==> config.mk <==
export PLATFORM = sky130hd
export DESIGN_NAME = mem1_stage
export DESIGN_NICKNAME = d
export VERILOG_FILES = /design/src/rtl/mem1_stage.sv
export SDC_FILE = /design/constraint.sdc
export NUM_CORES = 1
export LEC_CHECK = 0
export CELL_PAD_IN_SITES_DETAIL_PLACEMENT = 1
export CELL_PAD_IN_SITES_GLOBAL_PLACEMENT = 1
export CORE_ASPECT_RATIO = 1.2
export CORE_UTILIZATION = 37
export DETAILED_ROUTE_END_ITERATION = 8
export HOLD_SLACK_MARGIN = 0.05
export PLACE_DENSITY_LB_ADDON = 0.1
export SKIP_CTS_REPAIR_TIMING = 1
export SLEW_MARGIN = 0
export SYNTH_ARGS = -nofsm -noshare
export SYNTH_HDL_FRONTEND = slang
export SYNTH_SLANG_ARGS = --single-unit
==> constraint.sdc <==
create_clock -name clk -period 2.5 [get_ports clk]
set_clock_uncertainty 0.15 [all_clocks]
set_input_delay 0.375 -clock clk [delete_from_list [all_inputs] [get_ports clk]]
set_output_delay 0.375 -clock clk [all_outputs]
set_load 0.01 [all_outputs]
==> src/rtl/mem1_stage.sv <==
// mem1_stage: first memory stage; issues the RAM request, waits on ram_ready and right-aligns the read word.
// Optional MISALIGN_TRAP_EN: misaligned accesses skip the RAM and raise misalign_out instead.
`ifndef OPC_LOAD
`define OPC_LOAD 7'b0000011
`endif
`ifndef OPC_STORE
`define OPC_STORE 7'b0100011
`endif
`ifndef FUNCT3_B
`define FUNCT3_B 2'b00
`endif
`ifndef FUNCT3_H
`define FUNCT3_H 2'b01
`endif
`ifndef FUNCT3_W
`define FUNCT3_W 2'b10
`endif
module mem1_stage #(
  parameter int RAM_AW = 14
) (
  input  logic              clk,
  input  logic              rst_n,
  input  logic              valid_in,
  input  logic [6:0]        opcode_in,
  input  logic [2:0]        funct3_in,
  input  logic [31:0]       alu_result_in,
  input  logic [31:0]       rs2_data_in,
  input  logic [4:0]        rd_addr_in,
  input  logic              flush,
  output logic              stall_out,
  output logic              ram_req,
  output logic              ram_we,
  output logic [3:0]        ram_be,
  output logic [RAM_AW-1:0] ram_addr,
  output logic [31:0]       ram_wdata,
  input  logic              ram_ready,
  input  logic [31:0]       ram_rdata,
  output logic              valid_out,
  output logic [6:0]        opcode_out,
  output logic [2:0]        funct3_out,
  output logic [31:0]       rd_data_out,
  output logic [31:0]       ram_data_out,
  output logic [4:0]        rd_addr_out,
  output logic              misalign_out
);
  typedef enum logic {IDLE, WAIT} state_t;
  state_t state, state_nx;
  logic mem_op, trap, issue, busy, kill_q, we_q;
  logic [1:0] sz, off, eoff, sh_q;
  logic [3:0] be, be_q;
  logic [31:0] wdata, wdata_q, alu_q, rdata_al;
  logic [RAM_AW-1:0] addr_q;
  logic [6:0] op_q;
  logic [2:0] f3_q;
  logic [4:0] rd_q;
  assign sz = funct3_in[1:0];
  assign off = alu_result_in[1:0];
  assign mem_op = valid_in & (opcode_in == `OPC_LOAD | opcode_in == `OPC_STORE) & !flush;
`ifdef MISALIGN_TRAP_EN
  assign trap = mem_op & (sz == `FUNCT3_H ? off[0] : sz != `FUNCT3_B & off != 2'b00);
`else
  assign trap = 1'b0;
`endif
  // Without the trap, misaligned low offset bits are simply dropped.
  assign eoff = sz == `FUNCT3_B ? off : sz == `FUNCT3_H ? {off[1], 1'b0} : 2'b00;
  assign be = (sz == `FUNCT3_B ? 4'b0001 : sz == `FUNCT3_H ? 4'b0011 : 4'b1111) << eoff;
  assign wdata = sz == `FUNCT3_B ? {4{rs2_data_in[7:0]}} :
                 sz == `FUNCT3_H ? {2{rs2_data_in[15:0]}} : rs2_data_in;
  assign issue = mem_op & !trap;
  assign busy = state == WAIT;
  assign rdata_al = ram_rdata >> {(busy ? sh_q : eoff), 3'b000};
  always_comb begin
    ram_req = rst_n & (busy | issue);
    ram_we = busy ? we_q : opcode_in == `OPC_STORE;
    ram_be = busy ? be_q : be;
    ram_addr = busy ? addr_q : alu_result_in[RAM_AW+1:2];
    ram_wdata = busy ? wdata_q : wdata;
    stall_out = ram_req & !ram_ready;
    state_nx = stall_out ? WAIT : IDLE;
  end
  always_ff @(posedge clk or negedge rst_n) begin
    if (!rst_n) begin
      state <= IDLE;
      valid_out <= 1'b0;
      opcode_out <= '0;
      funct3_out <= '0;
      rd_data_out <= '0;
      ram_data_out <= '0;
      rd_addr_out <= '0;
      misalign_out <= 1'b0;
      kill_q <= 1'b0;
      we_q <= 1'b0;
      be_q <= '0;
      addr_q <= '0;
      wdata_q <= '0;
      sh_q <= '0;
      op_q <= '0;
      f3_q <= '0;
      alu_q <= '0;
      rd_q <= '0;
    end else begin
      state <= state_nx;
      if (busy) begin
        kill_q <= kill_q | flush;
        valid_out <= ram_ready & !(kill_q | flush);
        if (ram_ready) begin
          opcode_out <= op_q;
          funct3_out <= f3_q;
          rd_data_out <= alu_q;
          rd_addr_out <= rd_q;
          ram_data_out <= rdata_al;
          misalign_out <= 1'b0;
        end
      end else if (stall_out) begin
        valid_out <= 1'b0;
        kill_q <= 1'b0;
        we_q <= ram_we;
        be_q <= be;
        addr_q <= ram_addr;
        wdata_q <= wdata;
        sh_q <= eoff;
        op_q <= opcode_in;
        f3_q <= funct3_in;
        alu_q <= alu_result_in;
        rd_q <= rd_addr_in;
      end else begin
        valid_out <= valid_in & !flush;
        if (valid_in & !flush) begin
          opcode_out <= opcode_in;
          funct3_out <= funct3_in;
          rd_data_out <= alu_result_in;
          rd_addr_out <= rd_addr_in;
          ram_data_out <= issue ? rdata_al : 32'd0;
          misalign_out <= trap;
        end
      end
    end
  end
endmodule

==> summary.md <==
| Metric | Value |
|---|---|
| Cell area after layout | `between 10000 and 15000 sq um` |
| Crit path time final | `around 2.4 ns` |
| Achievable frequency | `409.3 MHz` |
| Clk sinks | `182` |
| Min-Delay Startpoint | `rs2_data_in[4]` |
| Die area | `roughly 25000 sq um` |
| Post-DP HPWL | `~19000 um` |
| Vert. Die Dim | `171.6 um` |
| DR vias/cell | `between 5 and 6` |
| Largest net degree at the start of global routing | `around 150` |
| Num ports | `250` |
| Fraction of layout cells with a size suffix above 1 | `22.53%` |
| Crit path buf inv count | `4` |
| Crit-path slowest cell | `clkdlybuf4s50_1` |
| Most common cell after layout, fill and taps aside | `nand2_1` |
| Synthesis-to-finish area growth | `49.63%` |
| Final Hold Fails | `0` |
| RR Endpoint | `ram_data_out[1]` |
| CP Class | `primary input to primary output` |
| FF-to-FF Start | `busy` |
| Reg2Reg Setup Slack | `about 0.09 ns` |
| Initial Util | `between 30% and 40%` |
| Largest stage delay, worst path | `0.48 ns` |
| Slew HR | `around 43%` |
| Final Net Count | `about 1300` |
| Fin crit share | `97.73%` |
| Post-route ant nets | `0` |
| # setup viols final | `0` |
| Final Power | `between 7 and 8 mW` |
| Drt wl/cell | `18.75 um` |
| Slew Viols, Final | `0` |
| Reg clk slew, reported paths | `0.07 ns` |
| Synth warn | `0` |
| Site Rows | `61` |
| Max Cap Violations | `0` |
| Via count of the first global-routing pass | `7990` |
| Worst path cell trace | `clkdlybuf4s50_1 -> nor4b_2 -> buf_4 -> a21oi_1 -> buf_4 -> nor2b_1 -> dlymetal6s2s_1` |
| Total CTS buffers | `17` |
| Outcome | `finished clean` |
| Worst setup EP type | `primary output` |
| Area after DPL | `approximately 12000 sq um` |
| Required @ worst endpoint | `around 2 ns` |
| Power Density | `about 540 nW/um^2` |
| DRT Pass-1 Iters | `4` |
| Leak Pwr | `between 6 and 7 nW` |
| Core area | `between 20000 and 25000 sq um` |
| Syn Inst Count | `887` |
| Initial antenna violation count | `2` |
| Vias post-DR | `roughly 7700` |
| CTS tree | `done` |
| CP most frequent cell | `buf_4` |
| Mapped cell area | `just under 9000 sq um` |
| Remaining DRCs | `0` |
| R2R depth | `6` |
| Final wirelength | `~28000 um` |
| Worst Setup Start Kind | `primary input` |
| Crit-path max FO | `4` |
| Post-synthesis register bit count | `between 150 and 200` |
| Crit path DAT | `about 1.9 ns` |
| First-pass GRT wire length | `~43000 um` |
| Hold Path End | `wdata_q[4]` |
| Clock tree buffer depth | `2` |
| N_diodes | `0` |
| Least-Margin Pin Slew | `approximately 0.85 ns` |
| Sequential share of the synthesized area | `about 51%` |
| CTS H-tree lvls | `4` |
| Syn_nets | `~1000` |
| All-Layer GR Usage | `22.73%` |
| Worst hold path cell count | `3` |
| Input/output buffers | `roughly 250` |
| Worst Hold Class | `primary input to flip-flop` |
| Root buf cell | `clkbuf_16` |
| Grt total ovfl | `0` |
| Worst VDD drop | `~450 uV` |
| CP delay by family, top | `buffers and inverters` |
| WHS | `approximately 0.17 ns` |
| Post-synthesis cell type count | `37` |
| GPL Wtd Cong | `between 0.8 and 0.9` |
| 1st-iter DRT viols | `around 290` |
| Horiz. Die Dim | `around 140 um` |
| Clock Latency Late Sink | `0.43 ns` |
| Most frequent cells in the layout | `282 x nand2_1, 187 x clkdlybuf4s50_1, 181 x dfrtp_1` |
| Mapped Avg Cell Area | `roughly 10 sq um` |
==> worst max-delay path by stage <==
stage                  from            end  slack, ns  depth (start not counted)
3_3_place_gp   funct3_in[0]   ram_wdata[9]      -0.47                          6
3_5_place_dp   funct3_in[0]   ram_wdata[8]      -0.47                          6
6_report       opcode_in[4]        ram_req       0.06                          7
5_1_grt        opcode_in[4]        ram_req      -0.04                          7
4_1_cts        funct3_in[0]   ram_wdata[8]      -0.48                          6
2_1_floorplan          busy  ram_wdata[10]       0.25                          5
==> routing by layer <==
layer  share of wire, %  wire length [um]  global-route usage [%]  up-vias
li1                   -                 -                       -     3613
met1                 43             12180                   28.01     3836
met2                 50             14100                   38.88      196
met3                5.6              1598                   6.069       30
met4                1.4               398                   6.522        4
met5              0.081                23                       0        -
==> flip-flops by register name, summed over array words and instances (netlist names) <==
name	count
addr_q	14
alu_q	32
be_q	4
busy	1
f3_q	3
funct3_out	3
kill_q	1
op_q	7
opcode_out	7
ram_data_out	32
rd_addr_out	5
rd_data_out	32
rd_q	5
sh_q	2
valid_out	1
wdata_q	32
we_q	1
==> stage by stage <==
stage                     cells  TNS [ns]  utilization (%)  setup WS (ns)
after floorplan             887         0                -         0.2454
after global placement     1463    -18.52            52.48        -0.4674
after detailed placement   1463    -19.89            52.48        -0.4738
after CTS                  1494    -11.11            55.00        -0.4823
after global routing       1509  -0.03559            56.80       -0.03559
final                      1509         0            56.80        0.05663
==> power breakdown <==
| group | leakage (nW) | switching, mW | internal (mW) |
|---|---|---|---|
| Clock | 0.288 | 1.30 | 1.43 |
| Sequential | 2.42 | 0.0837 | 3.10 |
| Combinational | 3.90 | 0.522 | 0.724 |
==> cell families after synthesis <==
| logic type | share of synthesized area (%) |
|---|---|
| flip-flops | 51.37 |
| buffers and inverters | 3.274 |
| other | 0.04230 |
| multiplexers | 18.42 |
| AND/OR/NAND/NOR | 19.28 |
| AO/OA/AOI/OAI | 7.621 |
==> cell usage after synthesis <==
cell / number / area share (%)
buf_6: 1 / 0.13
nand3_1: 26 / 1.5
a221o_1: 8 / 0.90
or3_1: 1 / 0.071
and3_1: 8 / 0.56
or4b_1: 1 / 0.11
dfrtp_1: 182 / 51
o21ai_0: 42 / 2.4
nor2b_1: 4 / 0.28
nand2_1: 282 / 12
conb_1: 1 / 0.042
a2111oi_0: 8 / 0.79
nor4b_1: 9 / 0.89
buf_2: 16 / 0.90
nand2b_1: 21 / 1.5
nor3_1: 3 / 0.17
buf_1: 7 / 0.30
a21oi_1: 13 / 0.73
o2bb2ai_1: 7 / 0.69
a31oi_1: 1 / 0.071
o31ai_1: 2 / 0.17
mux2i_1: 9 / 1.0
and4bb_2: 1 / 0.14
a211o_1: 8 / 0.79
and2_1: 11 / 0.78
clkbuf_1: 38 / 1.6
a32o_1: 8 / 0.90
and4b_1: 1 / 0.11
a211oi_1: 1 / 0.085
and2_0: 1 / 0.071
nor4b_2: 2 / 0.34
inv_1: 4 / 0.17
o21ai_1: 2 / 0.11
nor2_1: 18 / 0.76
nand4b_1: 1 / 0.099
buf_4: 2 / 0.17
mux2_2: 137 / 17
==> cell type report <==
| class | instances | area, sq um |
|---|---|---|
| inverters | 4 | 15.01 |
| clock inverters | 14 | 163.9 |
| well taps | 315 | 394.1 |
| fillers | 2567 | 10090 |
| repair buffers | 340 | 3650 |
| multi-input cells | 637 | 4060 |
| flip-flops and latches | 182 | 4558 |
| clock buffers | 17 | 425.4 |
==> worst min-delay path, cell delays in order <==
cell and delay [ns]:
dlymetal6s2s_1 0.20, nand2_1 0.09, nand2_1 0.04
(Power assumes the default switching activity.)
